[src/rtl/sat_pkg.sv]
// Shared types for the clause-bin loader: FSM states and 2-bit literal codes.
// The literal cleaning rule lives here so that every user applies the same one.
package sat_pkg;

  typedef enum logic [2:0] {
    IDLE       = 3'd0,
    LOAD       = 3'd1,
    LOAD_FLUSH = 3'd2,
    STORE      = 3'd3,
    DONE       = 3'd4
  } state_t;

  localparam logic [1:0] LIT_NONE = 2'b00;
  localparam logic [1:0] LIT_NEG  = 2'b01;
  localparam logic [1:0] LIT_POS  = 2'b10;
  localparam logic [1:0] LIT_BAD  = 2'b11;

  // An illegal code is turned into "absent" so that it never reaches the array.
  function automatic logic [1:0] clean_lit(input logic [1:0] code);
    return (code == LIT_BAD) ? LIT_NONE : code;
  endfunction

endpackage

[src/rtl/clause_bin_loader_if.sv]
// Bin memory port of the clause-bin loader: one read strobe with 1-cycle latency
// and one write strobe, sharing a single address bus.
interface clause_bin_loader_if #(
  parameter int NUM_LITS = 8,
  parameter int ADDR_W   = 10
);

  logic                  mem_rd_o;
  logic [ADDR_W-1:0]     mem_addr_o;
  logic [NUM_LITS*2-1:0] mem_rdata_i;
  logic                  mem_wr_o;
  logic [NUM_LITS*2-1:0] mem_wdata_o;

  modport master (
    output mem_rd_o,
    output mem_addr_o,
    output mem_wr_o,
    output mem_wdata_o,
    input  mem_rdata_i
  );

  modport slave (
    input  mem_rd_o,
    input  mem_addr_o,
    input  mem_wr_o,
    input  mem_wdata_o,
    output mem_rdata_i
  );

endinterface

[src/rtl/lit_sanitize.sv]
// Combinational cleaner for one clause word: illegal literal fields become
// "absent", and a flag reports whether any were found.
module lit_sanitize
  import sat_pkg::*;
#(
  parameter int NUM_LITS = 8
) (
  input  logic [NUM_LITS*2-1:0] raw,
  output logic [NUM_LITS*2-1:0] clean,
  output logic                  bad
);

  logic [NUM_LITS-1:0] bad_vec;

  for (genvar gi = 0; gi < NUM_LITS; gi++) begin : g_lit
    assign clean[gi*2 +: 2] = clean_lit(raw[gi*2 +: 2]);
    assign bad_vec[gi]      = (raw[gi*2 +: 2] == LIT_BAD);
  end

  assign bad = |bad_vec;

endmodule

[src/rtl/clause_bin_loader.sv]
// Copies a bin of clause rows between the bin memory and the clause engine array,
// one row per cycle, in either direction.
module clause_bin_loader
  import sat_pkg::*;
#(
  parameter int NUM_LITS    = 8,
  parameter int NUM_CLAUSES = 8,
  parameter int ADDR_W      = 10
) (
  input  logic                              clk,
  input  logic                              rst,
  input  logic                              start_load_i,
  input  logic                              start_store_i,
  input  logic [ADDR_W-1:0]                 base_addr_i,
  clause_bin_loader_if.master               mem,
  output logic [NUM_CLAUSES-1:0]            wr_o,
  output logic [NUM_LITS*2-1:0]             lit_o,
  input  logic [NUM_CLAUSES*NUM_LITS*2-1:0] lits_i,
  output logic                              busy_o,
  output logic                              done_o,
  output logic                              err_o
);

  localparam int W     = NUM_LITS * 2;
  localparam int IDX_W = (NUM_CLAUSES > 1) ? $clog2(NUM_CLAUSES) : 1;
  localparam logic [IDX_W-1:0] LAST_IDX = IDX_W'(NUM_CLAUSES - 1);

  state_t            state_reg, state_next;
  logic [IDX_W-1:0]  idx_reg, idx_next;
  logic [ADDR_W-1:0] base_reg, base_next;
  logic              wr_pend_reg, wr_pend_next;
  logic [IDX_W-1:0]  wr_idx_reg, wr_idx_next;
  logic              err_reg, err_next;

  logic [W-1:0]      rows [NUM_CLAUSES];
  logic [W-1:0]      clean_word;
  logic              clean_bad;

  // Row 0 sits in the most significant slice of the readback bus.
  for (genvar gi = 0; gi < NUM_CLAUSES; gi++) begin : g_row
    assign rows[gi] = lits_i[(NUM_CLAUSES-1-gi)*W +: W];
  end

  lit_sanitize #(
    .NUM_LITS (NUM_LITS)
  ) u_sanitize (
    .raw   (mem.mem_rdata_i),
    .clean (clean_word),
    .bad   (clean_bad)
  );

  always_ff @(posedge clk or negedge rst) begin
    if (!rst) begin
      state_reg   <= IDLE;
      idx_reg     <= '0;
      base_reg    <= '0;
      wr_pend_reg <= 1'b0;
      wr_idx_reg  <= '0;
      err_reg     <= 1'b0;
    end else begin
      state_reg   <= state_next;
      idx_reg     <= idx_next;
      base_reg    <= base_next;
      wr_pend_reg <= wr_pend_next;
      wr_idx_reg  <= wr_idx_next;
      err_reg     <= err_next;
    end
  end

  always_comb begin
    state_next      = state_reg;
    idx_next        = idx_reg;
    base_next       = base_reg;
    wr_pend_next    = 1'b0;
    wr_idx_next     = idx_reg;
    err_next        = err_reg;
    mem.mem_rd_o    = 1'b0;
    mem.mem_wr_o    = 1'b0;
    mem.mem_addr_o  = '0;
    mem.mem_wdata_o = '0;
    busy_o          = 1'b0;
    done_o          = 1'b0;

    // Read data of the previous cycle is being written into the array now.
    if (wr_pend_reg && clean_bad) begin
      err_next = 1'b1;
    end

    unique case (state_reg)
      IDLE: begin
        if (start_load_i) begin
          state_next = LOAD;
          idx_next   = '0;
          base_next  = base_addr_i;
          err_next   = 1'b0;
        end else if (start_store_i) begin
          state_next = STORE;
          idx_next   = '0;
          base_next  = base_addr_i;
        end
      end
      LOAD: begin
        busy_o         = 1'b1;
        mem.mem_rd_o   = 1'b1;
        mem.mem_addr_o = base_reg + ADDR_W'(idx_reg);
        wr_pend_next   = 1'b1;
        wr_idx_next    = idx_reg;
        if (idx_reg == LAST_IDX) begin
          idx_next   = '0;
          state_next = LOAD_FLUSH;
        end else begin
          idx_next = idx_reg + 1'b1;
        end
      end
      LOAD_FLUSH: begin
        busy_o     = 1'b1;
        state_next = DONE;
      end
      STORE: begin
        busy_o          = 1'b1;
        mem.mem_wr_o    = 1'b1;
        mem.mem_addr_o  = base_reg + ADDR_W'(idx_reg);
        mem.mem_wdata_o = rows[idx_reg];
        if (idx_reg == LAST_IDX) begin
          idx_next   = '0;
          state_next = DONE;
        end else begin
          idx_next = idx_reg + 1'b1;
        end
      end
      DONE: begin
        done_o     = 1'b1;
        state_next = IDLE;
      end
      default: begin
        state_next = IDLE;
      end
    endcase
  end

  for (genvar gi = 0; gi < NUM_CLAUSES; gi++) begin : g_wr
    assign wr_o[gi] = wr_pend_reg && (wr_idx_reg == IDX_W'(gi));
  end

  assign lit_o = wr_pend_reg ? clean_word : '0;
  assign err_o = err_reg;

endmodule
[src/flat_wrapper.sv]
// flat-port wrapper written by rule: the top's interface ports become plain ports
module clause_bin_loader_flat import sat_pkg::*;
#(
  parameter int NUM_LITS    = 8,
  parameter int NUM_CLAUSES = 8,
  parameter int ADDR_W      = 10
)
  (clk, rst, start_load_i, start_store_i, base_addr_i, wr_o, lit_o, lits_i, busy_o, done_o, err_o, mem_mem_rd_o, mem_mem_addr_o, mem_mem_wr_o, mem_mem_wdata_o, mem_mem_rdata_i);
  clause_bin_loader_if #(.NUM_LITS(NUM_LITS), .ADDR_W(ADDR_W)) mem_i ();
  input  logic clk;
  input  logic rst;
  input  logic start_load_i;
  input  logic start_store_i;
  input  logic [ADDR_W-1:0] base_addr_i;
  output logic [NUM_CLAUSES-1:0] wr_o;
  output logic [NUM_LITS*2-1:0] lit_o;
  input  logic [NUM_CLAUSES*NUM_LITS*2-1:0] lits_i;
  output logic busy_o;
  output logic done_o;
  output logic err_o;
  output wire logic [$bits(mem_i.mem_rd_o)-1:0] mem_mem_rd_o;
  output wire logic [$bits(mem_i.mem_addr_o)-1:0] mem_mem_addr_o;
  output wire logic [$bits(mem_i.mem_wr_o)-1:0] mem_mem_wr_o;
  output wire logic [$bits(mem_i.mem_wdata_o)-1:0] mem_mem_wdata_o;
  input wire logic [$bits(mem_i.mem_rdata_i)-1:0] mem_mem_rdata_i;
  assign mem_mem_rd_o = mem_i.mem_rd_o;
  assign mem_mem_addr_o = mem_i.mem_addr_o;
  assign mem_mem_wr_o = mem_i.mem_wr_o;
  assign mem_mem_wdata_o = mem_i.mem_wdata_o;
  assign mem_i.mem_rdata_i = mem_mem_rdata_i;
  clause_bin_loader #(.NUM_LITS(NUM_LITS), .NUM_CLAUSES(NUM_CLAUSES), .ADDR_W(ADDR_W)) u_core (.clk(clk), .rst(rst), .start_load_i(start_load_i), .start_store_i(start_store_i), .base_addr_i(base_addr_i), .mem(mem_i), .wr_o(wr_o), .lit_o(lit_o), .lits_i(lits_i), .busy_o(busy_o), .done_o(done_o), .err_o(err_o));
endmodule
[config.mk]
export PLATFORM = sky130hd
export DESIGN_NAME = clause_bin_loader_flat
export DESIGN_NICKNAME = d
export VERILOG_FILES = /design/src/rtl/sat_pkg.sv /design/src/rtl/clause_bin_loader_if.sv /design/src/rtl/lit_sanitize.sv /design/src/rtl/clause_bin_loader.sv /design/src/flat_wrapper.sv
export SDC_FILE = /design/constraint.sdc
export NUM_CORES = 1
export LEC_CHECK = 0
export BUFFER_PORTS_ARGS = -buffer_cell sky130_fd_sc_hd__buf_2
export CORE_MARGIN = 2
export CORE_UTILIZATION = 39
export CTS_CLUSTER_SIZE = 24
export DETAILED_ROUTE_END_ITERATION = 7
export GPL_TIMING_DRIVEN = 0
export PLACE_DENSITY = 0.89
export SYNTH_ARGS = -nofsm -noshare
export SYNTH_HDL_FRONTEND = slang
export SYNTH_SLANG_ARGS = --single-unit
[constraint.sdc]
create_clock -name clk -period 1.99 [get_ports clk]
set_input_delay 0.199 -clock clk [delete_from_list [all_inputs] [get_ports clk]]
set_output_delay 0.199 -clock clk [all_outputs]
set_load 0.02 [all_outputs]
# After elaboration in Yosys (flattened, before gate mapping)
# Cells that the tools add are included.
# op_classes
n_addsub	2
mul	0
div	0
order_cmp	1
n_eq_ne	23
n_shift	0
mux	32
bitwise	1
reduce_logical	19
# ops
operator	count
$mux W16	4
$bmux W16 S3	1
$mux W10	3
$mux W3	7
$eq A3 B3 Y1 const B	6
$eq A2 B2 Y1 const B	8
$mux W2	8
$eq A3 B2 Y1 const B	4
$pmux W3 S4	1
$add A10 B3 Y10	1
$logic_and A1 B1 Y1	9
$reduce_or A8 Y1	1
$mux W1	7
$eq A3 B1 Y1 const B	2
$logic_not A3 Y1	2
$pmux W3 S2	1
$ge A4 B4 Y1 const B	1
$ne A2 B1 Y1 const B	2
$not A3 Y4	1
$reduce_and A2 Y1	2
$reduce_bool A2 Y1	2
$add A3 B1 Y3 const B	1
$ne A3 B3 Y1 const B	1
$reduce_and A3 Y1	1
2 further kinds	2
# totals
ff_bits	21
latchBits	0
mem_bits_rw	0
rom_bits	0
inputBits	158
output_inout_bits	55
n_memories	0

# Longest topological paths before layout
# Gate-level depths: netlist of run 1.
# logic_depth
ltp_word	6
ltp_mapped	8
ltp_nobuf	7

# Modules after synthesis
# From an unflattened synthesis of run 1, not the netlist that was laid out.
# unflattened
cells_unflattened	214
area_unflattened_um2	2412.3
# by_module_without_submodules
module	n_inst	cells_each	area_per_inst_um2
clause_bin_loader	1	193	2272.2
lit_sanitize	1	21	140.1

# Worst setup path before layout of run 1
# No wires, ideal clock.
# synth_path
path_type	register -> output
start	register u_core.idx_reg[1]
end	output mem_mem_addr_o[8]
arrival_ns	1.834
required_time_ns	1.791
path_slack_ns	-0.043
path_stages_with_launch	9
path_buffers	2
path_cell_list	dfrtp_1 -> buf_2 -> buf_6 -> inv_1 -> fa_1 -> nor2b_1 -> o2111ai_1 -> xor2_1 -> nor2_1
# synth_via
elab_chain_cells	2
# synth_rtl
item	line	source
start: declaration	clause_bin_loader.sv:29	logic [IDX_W-1:0] idx_reg, idx_next;
start signal: assignment	clause_bin_loader.sv:62	idx_reg <= idx_next;
$add A10 B3 Y10	clause_bin_loader.sv:105, clause_bin_loader.sv:122	
$mux W10	-	
end: declaration	flat_wrapper.sv:22	output wire logic [$bits(mem_i.mem_addr_o)-1:0] mem_mem_addr_o;
# Every way passes these cells.

# Final worst setup path of run 1
# layout_path
start	register u_core.idx_reg[0]
end	output mem_mem_addr_o[8]
# Same word-level chain as after synthesis.

==> summary.txt, run 1 <==
Outcome
  – Status: finished, violations left
  – Failing checks: negative setup slack

Setup path
  – Max incr delay on CP: 0.42 ns
  – WP data arrival: 2.01 ns
  – Critical R2R Launch: u_core.state_reg[2]
  – CP bufs+invs: 2
  – CP endpoint kind: primary output
  – Critical path startpoint: u_core.idx_reg[0]
  – Capturing point of the worst reg2reg path: u_core.base_reg[5]
  – CP Class: register to primary output
  – Slowest CP cell: dfrtp_1
  – CP Max Fanout: 4
  – CP startpoint kind: register
  – CP Cell Sequence: ha_2 -> inv_2 -> fa_2 -> nor2b_4 -> o2111ai_2 -> xor2_1 -> nor2_2 -> buf_6
  – Reg2reg path depth: 3
  – Family with the most delay on the worst path: adder cells
  – Worst EP required: 1.79 ns
  – Crit path to: mem_mem_addr_o[8]
  – Crit. path cell count: 8
  – Flop2flop setup slack: 0.31 ns

Pwr
  – Cell Pwr Density: about 1400 nW/µm²
  – Worst IR Drop VDD: 0.00114 V
  – Total Power: 5.54 mW
  – Static Leakage: 2.03 nW

Timing
  – Fin Hold WS: ~0.15 ns
  – RSZ-0062 raised after global routing: true
  – Final setup margin: -0.215 ns
  – Final-report hold violation count: 0
  – Slew Limit Fails: 0
  – Skew final: 0.00608 ns
  – Peak Freq: ~450 MHz
  – Minimum clock period: 2.20 ns
  – Worst-Margin Slew: 0.482 ns
  – Setup violators final: 24
  – Period utilization: 111%
  – Rel. slew slack: about two thirds

Die
  – Die outline area: 6800 µm²
  – Die Y-Extent: 82.4 µm
  – Placeable Area: roughly 5900 µm²
  – Die Width: 82.4 µm
  – Rows: 28
  – Initial Util: between 40% and 50%
  – Io pins: around 210

Clock tree
  – Maximum level of the CTS H-tree: 1
  – CTS tree: yes
  – Clock-pin transition on the worst setup and hold timing paths: 0.08 ns
  – Worst-Skew Late Latency: 0.26 ns
  – CTS root buf: clkbuf_8
  – CTS Sinks: 21
  – CTS Buffer Depth: 2
  – CTS Buf Count: 3

Logic synthesis
  – Synth top cells by count: nor2_1 (27), dfrtp_1 (21), a22o_1 (17), mux4_1 (17), nand2_1 (16)
  – Register area share after synthesis: ~22%
  – Seq cells post-synth: 21
  – EDFF count, synth: 0
  – Post-synth top flop: dfrtp_1
  – Largest area contributor in the netlist: dfrtp_1
  – Yosys Warn Count: 0
  – Synth top area cells: dfrtp_1 (22%), mux4_1 (19%), mux4_2 (14%)
  – Synth Net Count: 371
  – Mapped Avg Cell Area: between 10 and 15 µm²
  – Most numerous cell in the Yosys netlist: nor2_1
  – Fraction of registers with async set/reset: 100%
  – Synth top area share: 21.9%
  – Cells after Synth: 207
  – Synth cell types: 45
  – Mapped Area: 2400 µm²

Placed design
  – Place WS: -0.308 ns
  – IO buf count: 212
  – Routability cong.: 0.841
  – Post-DP HPWL: about 7400 µm

Drt
  – Post-route ant nets: 0
  – Routed vias: 2725
  – Initial DRC Count: slightly above 70
  – Residual DRC: 0
  – Vias/cell: roughly 5.3
  – 1st-pass router iterations: 4
  – Wire length per cell: 18.1 µm
  – Detailed Route WL: 9250 µm

Global routing
  – Initial antenna violation count: 0
  – Total gr overflow: 0
  – Vias in the first global route: 2585
  – First-pass GRT wire length: 12300 µm
  – Total GRT Usage: 23.7%
  – Pin count of the biggest net entering global routing: 22

Min path
  – Hold crit path type: input port to register
  – Worst Hold Depth: 2

Run
  – Max-cap violations: 0

Cells and area
  – Area grow syn2layout: 63.3%
  – Layout cell share with drive strength beyond 1: 66.5%
  – Largest register FFs: 10
  – Antenna diode count: 0
  – Nets: 601
==> layer usage <==
layer / wire length, µm / global-route usage, % / vias up
met5: 0 / 0 / -
met4: 115 / 4.50 / 0
met3: 692 / 4.78 / 16
met2: 4970 / 41.7 / 126
met1: 3480 / 30.3 / 1309
li1: - / - / 1274
==> worst reg2reg max path, cell delays in order, from the launching register on <==
cell	delay, ns
dfrtp_2	0.48
nor4_4	0.49
buf_4	0.26
mux2_1	0.34
==> power breakdown <==
part | internal, mW | switching [mW]
sequential | 0.638 | 0.240
clock | 0.143 | 0.138
combinational | 2.24 | 2.14
==> how the worst min path moves through the flow <==
stage                   startpoint                  to  slack [ns]
CTS                 base_addr_i[3]  u_core.base_reg[3]        0.15
finish              base_addr_i[3]  u_core.base_reg[3]        0.15
global route        base_addr_i[4]  u_core.base_reg[4]        0.15
global placement               rst  u_core.base_reg[5]        0.17
floorplan                      rst  u_core.base_reg[0]        -0.1
detailed placement             rst  u_core.base_reg[4]        0.18
==> cell usage in the layout, fill, tap and decap left out, types with 2 or more instances in the layout <==
cell,n
buf_2,198
nor2_1,23
mux4_2,23
buf_4,18
dfrtp_1,18
a22o_1,17
nand2_1,16
buf_6,10
mux4_1,9
and3b_1,8
buf_12,5
o21ai_0,5
mux2_2,5
nand2b_1,4
xor2_1,4
nor2_2,4
mux2_1,4
clkbuf_1,3
nor2b_4,3
xnor2_1,3
nor3_1,3
clkbuf_8,3
dfrtp_2,3
inv_1,2
clkbuf_2,2
and3_1,2
dlymetal6s2s_1,2
or3_1,2
a21oi_1,2
nor2b_1,2
and2_1,2
nand3b_1,2
ha_1,2
ha_2,2
buf_16,2
==> metrics by stage <==
stage / utilization, % / setup TNS [ns] / instances / instance area [µm²]
floorplan: - / 0 / 207 / 2410
global placement: 60.2 / -0.999 / 494 / 3560
detailed placement: 60.2 / -1.59 / 494 / 3560
CTS: 65.2 / -3.38 / 510 / 3860
global route: 66.2 / -4.88 / 511 / 3920
finish: 66.2 / -3.23 / 511 / 3920
==> logic make-up (layout without fill, tap and decap cells) <==
| group | after synthesis | count (layout) | share of synthesized area (%) |
|---|---|---|---|
| AO/OA/AOI/OAI | 34 | 34 | 10.8 |
| buffers and inverters | 20 | 249 | 6.36 |
| AND/OR/NAND/NOR | 78 | 78 | 18.0 |
| flip-flops | 21 | 21 | 21.9 |
| XOR/XNOR | 7 | 7 | 2.55 |
| multiplexers | 41 | 41 | 36.9 |
| adder cells (fa/ha/maj) | 6 | 6 | 3.44 |
==> cell type report <==
type,count,area [µm²]
Sequential cell,21,529
Fill cell,488,2000
Multi-Input combinational cell,166,1770
Clock buffer,4,45.0
Timing Repair Buffer,225,1280
Tap cell,75,93.8
Inverter,4,17.5
Buffer,16,178
==> timing repair <==
item / CTS / global route
buffers inserted: 10 / 1
endpoints found under the hold margin: 21 / 0
resized for setup: 50 / 14
hold buffers: 1 / 0
pin swaps: 8 / 6
gates cloned: 2 / 0
setup endpoints to repair: 25 / 25
No activity file was read; power rests on OpenSTA's default activity.
==> inputs of run 2 (changes only) <==
--- a/config.mk
+++ b/config.mk
@@ -6,10 +6,10 @@
 export NUM_CORES = 1
 export LEC_CHECK = 0
 export BUFFER_PORTS_ARGS = -buffer_cell sky130_fd_sc_hd__buf_2
-export CORE_MARGIN = 2
-export CORE_UTILIZATION = 39
+export CORE_AREA = 2 2 81 83
 export CTS_CLUSTER_SIZE = 24
 export DETAILED_ROUTE_END_ITERATION = 7
+export DIE_AREA = 0 0 83 85
 export GPL_TIMING_DRIVEN = 0
 export PLACE_DENSITY = 0.89
 export SYNTH_ARGS = -nofsm -noshare
==> constraint.sdc (replaced) <==
create_clock -name clk -period 2.7 [get_ports clk]
set_input_delay 0.27 -clock clk [delete_from_list [all_inputs] [get_ports clk]]
set_output_delay 0.27 -clock clk [all_outputs]
set_load 0.02 [all_outputs]
==> run 2 against run 1 <==
Against the previous run: cell count fell by 1.6%; first-iteration DRC count grew 22%; clock-buffer cell count unchanged; clock power shrank 27%; largest cell class unchanged; critical path type unchanged; power decreased by 38%; the run now ends clean; via count decreased by 1.0%.
==> summary.txt, run 2 (synthesized netlist as in run 1, its figures left out) <==
Outcome
  – Status: completed

Pwr
  – Switching power: 1.64 mW (-35%)
  – Static Leakage: 1.95 nW (-3.7%)
  – Fraction of power consumed by the clock network: 5.9% (+0.8 points)
  – Sw frac: 47.8% (+2.4 points)
  – P_int: 1.79 mW (-41%)
  – Worst IR Drop VDD: 0.000782 V (-31%)
  – Cell Pwr Density: 948 nW/µm² (-33%)
  – Flop pwr share: 18.6% (+2.7 points)
  – Comb pwr share: 75.5% (-3.6 points)

Setup path
  – CP Class: register to primary output
  – Flop2flop setup slack: 0.97 ns (+0.66 ns)
  – Critical R2R Launch: u_core.state_reg[2]
  – Critical path startpoint: u_core.idx_reg[1]
  – WP data arrival: 2.25 ns (+0.24 ns)
  – CP Cell Sequence: clkbuf_4 -> buf_6 -> inv_1 -> fa_1 -> nor2b_2 -> o2111ai_1 -> xor2_1 -> nor2_1 -> buf_2
  – Capturing point of the worst reg2reg path: u_core.base_reg[2]
  – CP Max Fanout: 10 (+6)
  – CP endpoint kind: primary output
  – Reg2reg path depth: 3 (unchanged)
  – Crit path to: mem_mem_addr_o[8]
  – Worst EP required: 2.43 ns (+0.64 ns)
  – Max incr delay on CP: 0.40 ns (-0.02 ns)
  – CP bufs+invs: 4 (+2)
  – Family with the most delay on the worst path: buffers and inverters
  – Slowest CP cell: fa_1
  – Crit. path cell count: 9 (+1)
  – CP startpoint kind: register

Global routing
  – GR Util met2: 40.5% (-1.2 points)
  – Total GRT Usage: 22.0% (-1.7 points)
  – Total gr overflow: 0 (unchanged)
  – Vias in the first global route: 2723 (+5.3%)
  – GRT met3 Usage: 4.67% (-0.11 points)
  – Grt met1 use: 27.2% (-3.1 points)
  – First-pass GRT wire length: 12800 µm (+4.6%)
  – Grt peak-use layer: met2
  – Initial antenna violation count: 1 (+1)
  – Pin count of the biggest net entering global routing: 22 (unchanged)

Timing
  – Setup violators final: 0 (-100%)
  – Peak Freq: between 300 and 400 MHz
  – RSZ-0062 raised after global routing: false
  – Worst-Margin Slew: 0.584 ns (+0.102 ns)
  – Final setup margin: 0.185 ns (+0.400 ns)
  – Minimum clock period: 2.52 ns
  – Rel. slew slack: 60.9% (-7.0 points)
  – Skew final: 0.00580 ns (-0.000287 ns)
  – TNS Setup: 0 ns (+3.23 ns)
  – Period utilization: 93.2%
  – Slew Limit Fails: 0 (unchanged)
  – Final-report hold violation count: 0 (unchanged)

Cells and area
  – Nets: 590 (-1.8%)
  – Area grow syn2layout: 51.1%
  – Most common cell after layout, fill and taps aside: buf_2
  – Multi-input logic area: 1720 µm² (-2.7%)
  – # fillers: 557 (+14%)
  – Commonest non-fill, non-tap cells in the layout: buf_2 (213), nor2_1 (27), dfrtp_1 (21)
  – Largest register FFs: 10 (unchanged)
  – Sequential cell area: 526 µm² (-0.71%)
  – Layout cell share with drive strength beyond 1: 59.3% (-7.2 points)

Die
  – Die outline area: 7060 µm² (+3.8%)
  – Die Y-Extent: 85 µm (+3.1%)
  – Rows: 29 (+3.6%)
  – Die Width: 83 µm (+0.67%)
  – Io pins: 213 (unchanged)
  – Initial Util: 38.7% (-1.9 points)
  – Placeable Area: 6200 µm² (+4.8%)

Clock tree
  – CTS tree: yes
  – CTS Sinks: 21 (unchanged)
  – Worst-Skew Late Latency: 0.26 ns (about the same)
  – CTS Buffer Depth: 2 (unchanged)
  – Maximum level of the CTS H-tree: 1 (unchanged)
  – Clock-pin transition on the worst setup and hold timing paths: 0.08 ns (about the same)
  – CTS Buf Count: 3 (unchanged)
  – CTS root buf: clkbuf_8

Drt
  – Post-route ant nets: 0 (unchanged)
  – Wire length per cell: 16.8 µm (-7.1%)
  – Residual DRC: 0 (unchanged)
  – Detailed Route WL: 8460 µm (-8.6%)
  – 1st-pass router iterations: 5 (+1)
  – Initial DRC Count: 88 (+22%)
  – Vias/cell: 5.36 (+0.55%)
  – Routed vias: 2697 (-1.0%)

Placed design
  – Post-DP HPWL: 7060 µm (-4.1%)
  – IO buf count: 212 (unchanged)
  – Place WS: 0.347 ns (+0.654 ns)
  – Routability cong.: 0.779 (-7.3%)

Min path
  – Hold crit path type: input port to register
  – Worst Hold Depth: 3 (+1)

Run
  – Max-cap violations: 0 (unchanged)
==> run 2: changes by cell type in the layout (fill, tap and decap cells not counted), moves of 3 or more <==
cell	delta
ha_1	+3
nor2_1	+4
dfrtp_1	+3
mux4_2	-8
nor2_2	-4
buf_4	-15
dfrtp_2	-3
buf_6	-5
mux4_1	+8
buf_2	+15
buf_12	-5
==> run 2: worst min-delay path by stage <==
stage,start,end,slack [ns]
after floorplan,rst,u_core.base_reg[0],-0.03
after global placement,rst,u_core.base_reg[5],0.24
after detailed placement,rst,u_core.base_reg[6],0.25
after CTS,base_addr_i[1],u_core.base_reg[1],0.22
after global routing,base_addr_i[4],u_core.base_reg[4],0.23
final,base_addr_i[1],u_core.base_reg[1],0.22
==> run 2: routing by layer <==
metal	vias up	share of wire, %
li1	1262	-
met1	1303	39
met2	124	53
met3	8	6.9
met4	0	0.96
met5	-	0
==> run 2: power groups by stage <==
stage	Clock, mW	Sequential, mW	Combinational (mW)
3_5_place_dp	0	0.647	2.57
4_1_cts	0.205	0.642	2.58
3_3_place_gp	0	0.634	2.51
2_1_floorplan	0	0.604	1.87
5_1_grt	0.220	0.661	2.80
6_report	0.204	0.638	2.60
==> run 2: final cells by class <==
| type | count | area share, % |
|---|---|---|
| multi-input cells | 166 | 47.5 |
| diodes | 1 | 0.0690 |
| well taps | 77 | 2.66 |
| clock buffers | 4 | 1.24 |
| flip-flops and latches | 21 | 14.5 |
| inverters | 4 | 0.414 |
| repair buffers | 214 | 29.7 |
| plain buffers | 16 | 3.86 |
==> run 2: tightest hold or removal path, stage by stage <==
cell and delay, ns:
buf_2 0.08, nand2_1 0.04, o21ai_0 0.06
==> run 2: timing repair <==
item	CTS	global route
hold buffers	1	0
setup endpoints to repair	0	3
resized for setup	0	2
setup buffers	0	1
hold endpoints to repair	21	0
==> run 2: stage by stage <==
| step | power, mW | hold slack [ns] | instance area [µm²] | utilization, % | cells |
|---|---|---|---|---|---|
| detailed placement | 3.22 | 0.248 | 3560 | 57.3 | 496 |
| global route | 3.68 | 0.233 | 3630 | 58.5 | 503 |
| finish | 3.44 | 0.217 | 3630 | 58.5 | 503 |
| floorplan | 2.48 | -0.0256 | 2400 | - | 207 |
| global placement | 3.15 | 0.240 | 3560 | 57.3 | 496 |
| CTS | 3.43 | 0.218 | 3610 | 58.2 | 501 |
==> inputs of run 3 (changes only) <==
--- a/config.mk
+++ b/config.mk
@@ -11,7 +11,7 @@
 export DETAILED_ROUTE_END_ITERATION = 7
 export DIE_AREA = 0 0 83 85
 export GPL_TIMING_DRIVEN = 0
-export PLACE_DENSITY = 0.89
+export PLACE_DENSITY = 0.83
 export SYNTH_ARGS = -nofsm -noshare
 export SYNTH_HDL_FRONTEND = slang
 export SYNTH_SLANG_ARGS = --single-unit
==> run 3 against run 2 <==
Against the previous run: die area unchanged; routed wire length grew 2.9%; via count increased by 0.22%; flip-flop and latch count unchanged; critical path depth unchanged; clock skew decreased by 0.0015 ns; largest power group unchanged; clock-buffer cell count is 1 lower; clock power up 6%; global-route usage increased by 0.92 points; final area up 0.24%; maximum frequency increased by 0.70%; highest routed layer unchanged; sequential share of layout area about the same.
==> summary.txt, run 3 (synthesized netlist as in run 1, its figures left out) <==
Outcome
  – Status: completed

Clock tree
  – Worst-Skew Late Latency: 0.27 ns (about the same)
  – CTS Buffer Depth: 2 (unchanged)
  – Clock-pin transition on the worst setup and hold timing paths: 0.08 ns (about the same)
  – CTS tree: yes
  – CTS Buf Count: 3 (unchanged)
  – CTS Sinks: 21 (unchanged)
  – Maximum level of the CTS H-tree: 1 (unchanged)
  – CTS root buf: clkbuf_8

Timing
  – Slew Limit Fails: 0 (unchanged)
  – Worst-Margin Slew: 0.545 ns (-0.0384 ns)
  – Skew final: 0.00430 ns (-0.00149 ns)
  – Final-report hold violation count: 0 (unchanged)
  – Period utilization: 92.5% (-0.65 points)
  – Final setup margin: 0.202 ns (+0.0174 ns)
  – Peak Freq: 400 MHz (+0.70%)
  – Minimum clock period: 2.50 ns (-0.0174 ns)
  – Setup violators final: 0 (unchanged)
  – Fin Hold WS: 0.212 ns (-0.00504 ns)
  – RSZ-0062 raised after global routing: false
  – TNS Setup: 0 ns (unchanged)
  – Rel. slew slack: 63.4% (+2.6 points)

Cells and area
  – Commonest non-fill, non-tap cells in the layout: buf_2 (213), nor2_1 (27), dfrtp_1 (21)
  – Final Non-Filler Cells: 503 (unchanged)
  – # fillers: 561 (+0.72%)
  – Nets: 591 (+0.17%)
  – Largest register FFs: 10 (unchanged)
  – Area grow syn2layout: 51.5%
  – Fin util: 58.6% (+0.14 points)
  – Post-route cell area: 3640 µm² (+0.24%)
  – Antenna diode count: 0 (-1)
  – Layout cell share with drive strength beyond 1: 59.6% (+0.33 points)
  – Most common cell after layout, fill and taps aside: buf_2

Placed design
  – IO buf count: 212 (unchanged)
  – Post-DP HPWL: 7250 µm (+2.8%)
  – Placed Cells: 496 (unchanged)
  – Place WS: 0.373 ns (+0.0261 ns)
  – Placed instance area: 3560 µm² (unchanged)
  – Routability cong.: 0.872 (+12%)

Global routing
  – Vias in the first global route: 2701 (-0.81%)
  – Pin count of the biggest net entering global routing: 22 (unchanged)
  – Grt met1 use: 28.5% (+1.4 points)
  – GR Util met2: 40.6% (+0.15 points)
  – Total GRT Usage: 23.0% (+0.92 points)
  – First-pass GRT wire length: 13100 µm (+1.7%)
  – Grt peak-use layer: met2
  – GRT met3 Usage: 4.67% (unchanged)
  – Initial antenna violation count: 0 (-1)
  – Total gr overflow: 0 (unchanged)

Drt
  – Post-route ant nets: 0 (unchanged)
  – Routed vias: 2703 (+0.22%)
  – Vias/cell: 5.37 (+0.22%)
  – Detailed Route WL: 8710 µm (+2.9%)
  – Residual DRC: 0 (unchanged)
  – 1st-pass router iterations: 4 (-1)
  – Initial DRC Count: 103 (+17%)
  – Wire length per cell: 17.3 µm (+2.9%)

Die
  – Rows: 29 (unchanged)
  – Io pins: 213 (unchanged)
  – Die Y-Extent: 85 µm (unchanged)
  – Initial Util: 38.7% (unchanged)
  – Die outline area: 7060 µm² (unchanged)
  – Placeable Area: 6200 µm² (unchanged)
  – Die Width: 83 µm (unchanged)

Setup path
  – CP startpoint kind: register
  – Max incr delay on CP: 0.39 ns (about the same)
  – CP Cell Sequence: clkbuf_4 -> buf_6 -> inv_1 -> fa_1 -> nor2b_2 -> o2111ai_1 -> xor2_1 -> nor2_1 -> buf_2
  – CP Max Fanout: 10 (unchanged)
  – Family with the most delay on the worst path: buffers and inverters
  – CP bufs+invs: 4 (unchanged)
  – Worst EP required: 2.43 ns (about the same)
  – CP Class: register to primary output
  – WP data arrival: 2.23 ns (-0.02 ns)
  – Slowest CP cell: fa_1
  – CP endpoint kind: primary output

Pwr
  – Worst IR Drop VDD: 0.000970 V (+24%)
  – Static Leakage: 1.95 nW (+0.20%)
  – Cell Pwr Density: 954 nW/µm² (+0.60%)
  – Total Power: 3.47 mW (+0.84%)

Run
  – Max-cap violations: 0 (unchanged)

Min path
  – Hold crit path type: input port to register
run 3: cell types whose count changed in the layout (fill, tap and decap cells not counted):
cell	delta
clkbuf_1	-1
diode_2	-1
buf_4	+1
clkinvlp_4	+1
run 3: area by class of cell:
cell class | count | area [µm²] | share of cell area, %
Multi-Input combinational cell | 166 | 1720 | 47.4
Clock buffer | 3 | 41.3 | 1.14
Tap cell | 77 | 96.3 | 2.65
Buffer | 16 | 140 | 3.85
Clock inverter | 1 | 7.51 | 0.206
Timing Repair Buffer | 215 | 1090 | 29.9
Sequential cell | 21 | 526 | 14.5
Inverter | 4 | 15.0 | 0.413
run 3: worst paths after layout:
| kind | start | slack, ns | depth (start not counted) | to |
|---|---|---|---|---|
| worst max-delay path | u_core.idx_reg[1] | 0.20 | 9 | mem_mem_addr_o[8] |
| worst min-delay path | base_addr_i[3] | 0.21 | 2 | u_core.base_reg[3] |
| worst max register to register | u_core.state_reg[2] | 0.99 | 3 | u_core.base_reg[2] |
| worst min register to register | u_core.idx_reg[0] | 0.48 | 0 | u_core.wr_idx_reg[0] |
| max in group asynchronous | rst | 1.88 | 2 | u_core.idx_reg[0] |
| min in group asynchronous | rst | 0.49 | 2 | u_core.base_reg[6] |
run 3: report_power, final:
part           switching, mW  internal, mW  total, mW
sequential             0.164         0.467      0.630
combinational           1.39          1.23       2.62
clock                  0.113         0.105      0.217
total                   1.67          1.80       3.47
run 3: routing by layer:
layer | vias to the layer above | part of all wire [%]
met2 | 155 | 52
met5 | - | 0
li1 | 1258 | -
met1 | 1279 | 39
met3 | 11 | 8.4
met4 | 0 | 0.99
run 3: timing repair:
item	4_1_cts	5_1_grt
setup buffers	0	2
endpoints found under the setup margin	0	3
resized for setup	0	2
hold buffers	1	0
endpoints found under the hold margin	21	0
